==> config.mk <==
export PLATFORM = sky130hd
export DESIGN_NAME = wb_queue
export DESIGN_NICKNAME = d
export VERILOG_FILES = /design/src/rtl/wb_pkg.sv /design/src/rtl/wb_fwd_match.sv /design/src/rtl/wb_queue.sv
export SDC_FILE = /design/constraint.sdc
export NUM_CORES = 1
export LEC_CHECK = 0
export ABC_AREA = 1
export CAP_MARGIN = 20
export CORE_ASPECT_RATIO = 1.25
export CORE_MARGIN = 2
export CORE_UTILIZATION = 55
export DETAILED_ROUTE_END_ITERATION = 7
export PLACE_DENSITY = 0.78
export SLEW_MARGIN = 20
export SYNTH_ARGS = -nofsm -noshare
export SYNTH_HDL_FRONTEND = slang
export SYNTH_SLANG_ARGS = --single-unit
==> constraint.sdc <==
create_clock -name clk -period 3.3 [get_ports clk]
set_input_delay 0.33 -clock clk [delete_from_list [all_inputs] [get_ports clk]]
set_output_delay 0.33 -clock clk [all_outputs]
set_load 0.03 [all_outputs]
==> src/rtl/wb_pkg.sv <==
// Shared constants and entry record for the writeback queue in front of the 8x16 register file.
package wb_pkg;
  localparam int N     = 16;
  localparam int AW    = 3;
  localparam int DEPTH = 4;
  localparam int CW    = 3;
  localparam int PW    = $clog2(DEPTH);

  typedef struct packed {
    logic [AW-1:0] dst;
    logic [N-1:0]  data;
  } wb_entry_t;
endpackage

==> src/rtl/wb_fwd_match.sv <==
// Youngest-first search of the pending writeback entries for one register read port.
module wb_fwd_match
  import wb_pkg::*;
(
  input  wb_entry_t        entries [DEPTH],
  input  logic [DEPTH-1:0] valid,
  input  logic [PW-1:0]    head,
  input  logic [CW-1:0]    count,
  input  logic [AW-1:0]    sel,
  output logic             hit,
  output logic [N-1:0]     data
);

  // Index gi is age order: 0 is the oldest pending entry (at head).
  logic [DEPTH-1:0] match_age;
  logic [N-1:0]     data_age [DEPTH];

  for (genvar gi = 0; gi < DEPTH; gi++) begin : g_age
    logic [PW-1:0] slot;
    assign slot          = head + PW'(gi);
    assign match_age[gi] = (CW'(gi) < count) && valid[slot] && (entries[slot].dst == sel);
    assign data_age[gi]  = entries[slot].data;
  end

  // Later (younger) matches overwrite earlier ones, so the entry nearest tail wins.
  always_comb begin
    hit  = 1'b0;
    data = '0;
    for (int i = 0; i < DEPTH; i++) begin
      if (match_age[i]) begin
        hit  = 1'b1;
        data = data_age[i];
      end
    end
  end

endmodule

==> src/rtl/wb_queue.sv <==
// In-order writeback FIFO draining onto the register file write port, with read-port forwarding.
module wb_queue
  import wb_pkg::*;
(
  input  logic          clk,
  input  logic          rst_n,
  input  logic          enq_valid,
  output logic          enq_ready,
  input  logic [AW-1:0] enq_reg,
  input  logic [N-1:0]  enq_data,
  input  logic          rf_stall,
  output logic          rf_wr_en,
  output logic [AW-1:0] rf_write_sel,
  output logic [N-1:0]  rf_data_in,
  input  logic [AW-1:0] fwd1_sel,
  output logic          fwd1_hit,
  output logic [N-1:0]  fwd1_data,
  input  logic [AW-1:0] fwd2_sel,
  output logic          fwd2_hit,
  output logic [N-1:0]  fwd2_data,
  output logic [CW-1:0] count,
  output logic          full,
  output logic          empty,
  output logic          err
);

  wb_entry_t        entries_reg [DEPTH];
  logic [DEPTH-1:0] valid_reg;
  logic [PW-1:0]    head_reg;
  logic [PW-1:0]    tail_reg;
  logic [CW-1:0]    count_reg;
  logic             err_reg;
  logic             do_enq;
  logic             do_drain;

  assign full      = (count_reg == CW'(DEPTH));
  assign empty     = (count_reg == '0);
  assign enq_ready = !full;
  assign count     = count_reg;
  assign err       = err_reg;

  // A full queue refuses requests even when the head drains this cycle.
  assign do_enq   = enq_valid && enq_ready;
  assign do_drain = rf_wr_en;

  assign rf_wr_en     = !empty && !rf_stall;
  assign rf_write_sel = empty ? '0 : entries_reg[head_reg].dst;
  assign rf_data_in   = empty ? '0 : entries_reg[head_reg].data;

  always_ff @(posedge clk or negedge rst_n) begin
    if (!rst_n) begin
      head_reg  <= '0;
      tail_reg  <= '0;
      count_reg <= '0;
      err_reg   <= 1'b0;
    end else begin
      if (do_enq)   tail_reg <= tail_reg + 1'b1;
      if (do_drain) head_reg <= head_reg + 1'b1;
      case ({do_enq, do_drain})
        2'b10:   count_reg <= count_reg + 1'b1;
        2'b01:   count_reg <= count_reg - 1'b1;
        default: count_reg <= count_reg;
      endcase
      err_reg <= enq_valid && !enq_ready;
    end
  end

  // head == tail with both enqueue and drain cannot occur: that needs full or empty.
  always_ff @(posedge clk or negedge rst_n) begin
    if (!rst_n) begin
      valid_reg <= '0;
    end else begin
      for (int i = 0; i < DEPTH; i++) begin
        if (do_enq && (tail_reg == PW'(i)))
          valid_reg[i] <= 1'b1;
        else if (do_drain && (head_reg == PW'(i)))
          valid_reg[i] <= 1'b0;
      end
    end
  end

  // Payload needs no reset; valid bits and count gate every use of it.
  always_ff @(posedge clk) begin
    for (int i = 0; i < DEPTH; i++) begin
      if (do_enq && (tail_reg == PW'(i)))
        entries_reg[i] <= '{dst: enq_reg, data: enq_data};
    end
  end

  wb_fwd_match u_fwd1 (
    .entries (entries_reg),
    .valid   (valid_reg),
    .head    (head_reg),
    .count   (count_reg),
    .sel     (fwd1_sel),
    .hit     (fwd1_hit),
    .data    (fwd1_data)
  );

  wb_fwd_match u_fwd2 (
    .entries (entries_reg),
    .valid   (valid_reg),
    .head    (head_reg),
    .count   (count_reg),
    .sel     (fwd2_sel),
    .hit     (fwd2_hit),
    .data    (fwd2_data)
  );

endmodule

After elaboration in Yosys (flattened, before gate mapping)
Cells that the tools add are included.
Cells by class
  order comparisons: 12
  bitwise gates (word level): 4
  reduce and logical (&&, ||, !) cells: 34
  equality and inequality tests: 17
  add/sub/neg operators: 6
  mux-type cells: 47
Operators with widths (number)
  binary-select mux 19 bit (select 2 bit): 4
  two-way mux 19 bit: 8
  two-way mux 16 bit: 9
  == test 3 bit: 8
  logical AND 1 bit: 23
  two-way mux 1 bit: 20
  >= comparator 3 bit, second input constant: 4
  < comparator 2 x 3 -> 1 bit, second input constant: 4
  inverter 2 -> 3 bit: 4
  == test 2 bit, second input constant: 5
  nonzero test 2 bit: 5
  binary-select mux 1 bit (select 2 bit): 4
  == test 2 x 1 -> 1 bit, second input constant: 3
  < comparator 1 x 3 -> 1 bit, first input constant: 2
  < comparator 2 x 3 -> 1 bit, first input constant: 2
  case mux 3 bit (2 select lines): 1
  adder 2 x 1 -> 2 bit, second input constant: 2
  adder 2 bit, second input constant: 2
  zero test 2 bit: 2
  adder 3 x 1 -> 3 bit, second input constant: 1
  == test 3 bit, second input constant: 1
  zero test 1 bit: 3
  zero test 3 bit: 1
  two-way mux 3 bit: 1
  subtractor 3 x 1 -> 3 bit, second input constant: 1
Storage, ports and cells
  flip-flop bits (word level): 88
  output and inout bits: 61
  word-level logic and storage cells: 136
  input port bits: 29

Logic depth before layout (Yosys ltp)
  depth in word-level cells: 10
  gate-level depth with buffers: 19
  depth with buffers taken out: 14

Hierarchy
A second synthesis with hierarchy kept.
Second synthesis, totals
  cell total of the unflattened synthesis: 1782
  area total of the unflattened synthesis: 10057.1 um^2
By module, submodules not included
  wb_fwd_match: times used 2, cells each 699, area each 3070.4 um^2
  wb_queue: times used 1, cells each 384, area each 3916.3 um^2

Least setup slack after synthesis
Ideal clock, no wire load.
  path kind: flip-flop to output port
  from: register head_reg[0]
  to: output port fwd1_data[10]
  data arrival time: 2926 ps
  path slack: 44 ps
  cell stages (with the launch flop): 16
  buffers on the path: 7
  cells stage by stage: dfrtp_1 -> inv_2 -> buf_6 -> buf_2 -> buf_2 -> ha_1 -> buf_2 -> inv_2 -> buf_2 -> buf_2 -> buf_1 -> nand2_1 -> o21a_1 -> inv_1 -> nor2_1 -> a21oi_1
Between the ends
  word-level cells in the longest chain between the ends: 10
  elaborated cells between the ends (all ways): 43
  those cells by class: add/sub: 3; eq/ne: 4; mux: 24; bitwise: 4; reduce/logical: 8
Ends and longest elaborated chain
  start: declaration: line wb_queue.sv:29  | logic [PW-1:0] head_reg;
  start signal: assignment: line wb_queue.sv:58  | if (do_drain) head_reg <= head_reg + 1'b1;
  adder 2 x 1 -> 2 bit *: line wb_fwd_match.sv:20  | assign slot = head + PW'(gi);
  named net u_fwd1.g_age[1].slot[0]: line wb_fwd_match.sv:19  | logic [PW-1:0] slot;
  inverter 2 -> 3 bit (implied by the code): line wb_fwd_match.sv:21, wb_fwd_match.sv:22
  binary-select mux 19 bit (select 2 bit): line wb_fwd_match.sv:21, wb_fwd_match.sv:22
  two-way mux 19 bit (implied by the code): line wb_fwd_match.sv:22  | assign data_age[gi] = entries[slot].data;
  two-way mux 19 bit (implied by the code): line wb_fwd_match.sv:21  | assign match_age[gi] = (CW'(gi) < count) && valid[slot] && (entries[slot].dst == sel);
  == test 3 bit: line wb_fwd_match.sv:21
  logical AND 1 bit: line wb_fwd_match.sv:21
  two-way mux 16 bit * (3 in series): line wb_fwd_match.sv:30  | if (match_age[i]) begin
  end: declaration: line wb_queue.sv:17  | output logic [N-1:0] fwd1_data,
The timed path passes the listed nets; every way through them passes the cells marked *. The select of a mux whose other input is x is not followed.

Worst setup path after layout
  from: register head_reg[0]
  to: output port fwd2_data[6]
Between the ends
  word-level cells in the longest chain between the ends: 10
  elaborated cells between the ends (all ways): 43
  those cells by class: add/sub: 3; eq/ne: 4; mux: 24; bitwise: 4; reduce/logical: 8
Ends and longest elaborated chain
  adder 2 x 1 -> 2 bit or inverter 2 -> 3 bit (tied branches): line wb_fwd_match.sv:20, wb_fwd_match.sv:21, wb_fwd_match.sv:22
  inverter 2 -> 3 bit (implied by the code) or binary-select mux 19 bit (select 2 bit) (tied branches): line wb_fwd_match.sv:21, wb_fwd_match.sv:22
  binary-select mux 19 bit (select 2 bit) or two-way mux 19 bit (tied branches): line wb_fwd_match.sv:21, wb_fwd_match.sv:22
  two-way mux 19 bit, on equally long branches: line wb_fwd_match.sv:22, wb_fwd_match.sv:21
  two-way mux 19 bit (implied by the code) or == test 3 bit (tied branches): line wb_fwd_match.sv:21
  == test 3 bit or logical AND 1 bit (tied branches): line wb_fwd_match.sv:21
  logical AND 1 bit or two-way mux 16 bit (tied branches): line wb_fwd_match.sv:21, wb_fwd_match.sv:30
  two-way mux 16 bit (2 in series): line wb_fwd_match.sv:30
  two-way mux 16 bit *: line wb_fwd_match.sv:30
  end: declaration: line wb_queue.sv:20  | output logic [N-1:0] fwd2_data,
Mark *: on every way between the ends. The rest lies on a longest branch, timed or not. The select of a mux whose other input is x is not followed.

==> metrics.log <==
INFO  metric async_reset_ff_frac = 0.136
INFO  metric numPortBuffers = a little under 90
INFO  metric synth.distinct_cells = 31
INFO  metric pin_count_of_the_biggest_net_entering_global_routing = 86
INFO  metric final_count_of_pins_violating_max_slew = 0
INFO  metric design.final.nets = ~1200
INFO  metric final_standard_cell_utilization_of_the_core = 0.670
INFO  metric grt_first_pass_wirelength = 30.8 mm
INFO  metric cts.path.max_buffers = 2
INFO  metric finalCritPeriodShare = 0.945
INFO  metric slowest_delay = 0.43 ns
INFO  metric number_of_setup_violations_in_the_final_report = 0
INFO  metric io-pin-count = 90
INFO  metric netlist_area = 7090 µm²
INFO  metric gp_congestion = approximately 0.99
INFO  metric setup.worst_path.start_class = flip-flop
INFO  metric std_cell_rows = 46
INFO  metric timing.fmax = about 320 MHz
INFO  metric design.core.area = approximately 13000 µm²
INFO  metric maxSlewHeadroom = 0.642
INFO  metric critPathArrivalTime = around 2.8 ns
INFO  metric global_route.usage.total = 0.280
INFO  metric seq_area_frac_synth = 0.364
INFO  metric worst_ep_required_time = ~3.0 ns
INFO  metric timing.hold.worst.class = in2async
INFO  metric worst-slew-pin-transition = approximately 0.53 ns
INFO  metric synth.yosys.warnings = 0
INFO  metric routed_wirelength = approximately 19 mm
INFO  metric initial_antenna_violation_count = 0
INFO  metric status = complete, no violations
INFO  metric crit_path_end_kind = primary output
INFO  metric fillers = ~1100
INFO  metric netlist_top_cells_count = nand2_1 (314), nand3_1 (133), inv_1 (131), o21ai_0 (98), edfxtp_1 (76)
INFO  metric yosysMostFrequentCell = nand2_1
INFO  metric post-route-min-period = between 3 and 4 ns
INFO  metric final_critical_path_setup_slack = roughly 0.18 ns
INFO  metric dieArea = roughly 14000 µm²
INFO  metric crit_fanout = 28
INFO  metric path_class = reg2out
INFO  metric critPathSlowestCell = dfrtp_2
INFO  metric synth_fp_nets = 1075
INFO  metric timing.critical_path.mode_cell = nand2_1
INFO  metric clock_latency = ~0.33 ns
INFO  metric length_of_the_first_detailed_routing_pass_in_iterations = 7
INFO  metric cts_tree = built
INFO  metric global_route.overflow_total = 0
INFO  metric drtIter0Drc = slightly below 600
INFO  metric clock-sinks = 88
INFO  metric n_antenna_cell = 0
INFO  metric area_growth_syn_to_layout = 19.8%
INFO  metric timing.max_cap.violations = 0
INFO  metric netlist.top_cell.by_area = edfxtp_1
INFO  metric chip_width = ~110 µm
INFO  metric largest_register_ffs = 76
INFO  metric syn-instance-count = ~1000
INFO  metric synth_edf_count = between 70 and 80
INFO  metric clk_pin_slew = 0.06 ns
INFO  metric vias_per_cell = roughly 5.4
INFO  metric postSynthAreaPerCell = between 6 and 7 µm²
INFO  metric yosys_register_bits = between 80 and 90
INFO  metric regArea = around 2600 µm²
INFO  metric tns = 0 ns
INFO  metric route.vias.total = 6970
INFO  metric grt_pass1_vias = slightly above 6000
INFO  metric h-tree-depth = 3
INFO  metric multi_input_area = about 3700 µm²
INFO  metric setup_repair_after_global_routing_missed_its_margin = false
INFO  metric final-hold-violation-count = 0
INFO  metric netlist.area_leader.share = 0.322
INFO  metric initial_core_util = 0.560
INFO  metric pre_cts_slack = 0.224 ns
INFO  metric synthTopCellsByArea = edfxtp_1 (32%), nand2_1 (17%), nand3_1 (9.4%)
INFO  metric avgRoutedWirePerCell = 14.8 µm
INFO  metric route.antenna.remaining_nets = 0
INFO  metric critical_path.cell_chain = inv_2, buf_4, nand2_1, nand2_1, nor2_1, nor2_1, nand3_1, nor2_2, buf_12, nand3_1, nand2_1, nand2_1, nand2_1, dlygate4sd2_1
INFO  metric drc = 0
INFO  metric detailedPlacementHpwl = about 14 mm
INFO  metric min_hold_slack = roughly 0.35 ns
INFO  metric postCtsHoldBufs = 0
INFO  metric cts_root_buf = clkbuf_16
INFO  metric tritoncts.num_buffers = 9
INFO  metric fraction_of_final_layout_cells_sized_beyond_drive_strength_1 = 0.101
INFO  metric skew = 0.00430 ns
INFO  metric postSynth.topFlopCell = edfxtp_1
INFO  metric dieHeight = between 100 and 150 µm
-- kinds of logic (layout without fill, tap and decap cells) --
family	after synthesis	in the layout	synth area share
AOI/OAI and AO/OA	143	143	0.107
adders and majority gates	13	13	0.0230
and+or+nand+nor	572	572	0.356
muxes	16	16	0.0226
xor gates and xnor gates	10	10	0.0134
DFF	88	88	0.364
buffers and inverters	191	278	0.113
-- final timing paths --
| check | startpoint | endpoint | slack [ns] | cells past startpoint |
|---|---|---|---|---|
| min in group clk | valid_reg[2]$_DFFE_PN0P_ | valid_reg[2]$_DFFE_PN0P_ | 0.52 | 2 |
| max reg2reg | count[0]$_DFFE_PN0P_ | count[2]$_DFFE_PN0P_ | 0.97 | 12 |
| min reg2reg | valid_reg[2]$_DFFE_PN0P_ | valid_reg[2]$_DFFE_PN0P_ | 0.52 | 2 |
| min | rst_n | tail_reg[1]$_DFFE_PN0P_ | 0.35 | 1 |
| max in group asynchronous | rst_n | head_reg[1]$_DFFE_PN0N_ | 2.57 | 1 |
| max | head_reg[0]$_DFFE_PN0N_ | fwd2_data[6] | 0.18 | 14 |
-- critical path: cells and delay by family, from the launching register on --
| kind | cells | cell delay (ns) |
|---|---|---|
| buf+inv | 4 | 0.91 |
| flops | 1 | 0.43 |
| simple gates | 10 | 1.12 |
-- routing by layer --
layer,track usage,part of all wire
met3,0.0382,0.084
met4,0.0673,0.011
met2,0.449,0.46
met1,0.407,0.45
met5,0,0
-- per-stage QoR --
step	area, µm²	std cells
CTS	8480	1288
global route	8490	1288
global placement	8200	1272
finish	8490	1288
detailed placement	8200	1272
floorplan	7090	1033
-- cell type report --
class                      instances  area share
clock buffer                      10      0.0270
clock inverter                     6     0.00707
tap                              168      0.0248
timing repair buffer             128       0.139
inverter                         134      0.0592
sequential                        88       0.304
multi-input combinational        754       0.438
-- placed cells by master (no fill, tap or decap), types with 2 or more instances in the layout --
| master | instances |
|---|---|
| xnor2_1 | 2 |
| nor2_4 | 2 |
| mux2i_1 | 16 |
| ha_1 | 13 |
| dfrtp_1 | 10 |
| o21ai_0 | 98 |
| inv_2 | 3 |
| nand4_1 | 18 |
| nor2_2 | 10 |
| a21oi_1 | 18 |
| o21ai_1 | 10 |
| clkdlybuf4s50_1 | 55 |
| buf_4 | 51 |
| nor2_1 | 57 |
| o21a_1 | 16 |
| clkbuf_2 | 3 |
| edfxtp_1 | 76 |
| nand2_1 | 313 |
| inv_1 | 131 |
| nand3b_1 | 17 |
| or2_2 | 15 |
| buf_12 | 5 |
| xor2_1 | 7 |
| nand3_1 | 133 |
| nand2_2 | 3 |
| clkinv_2 | 2 |
| clkdlybuf4s15_1 | 5 |
| dfrtp_2 | 2 |
| dlygate4sd2_1 | 8 |
| clkbuf_16 | 9 |
-- timing repair --
action	4_1_cts	5_1_grt
cloned	0	0
endpoints found under the setup margin	16	33
resized for setup	18	14
buffers inserted	0	0
Power is not shown: default switching activity piles up to over one toggle a cycle in this logic, so the estimate is an artifact.
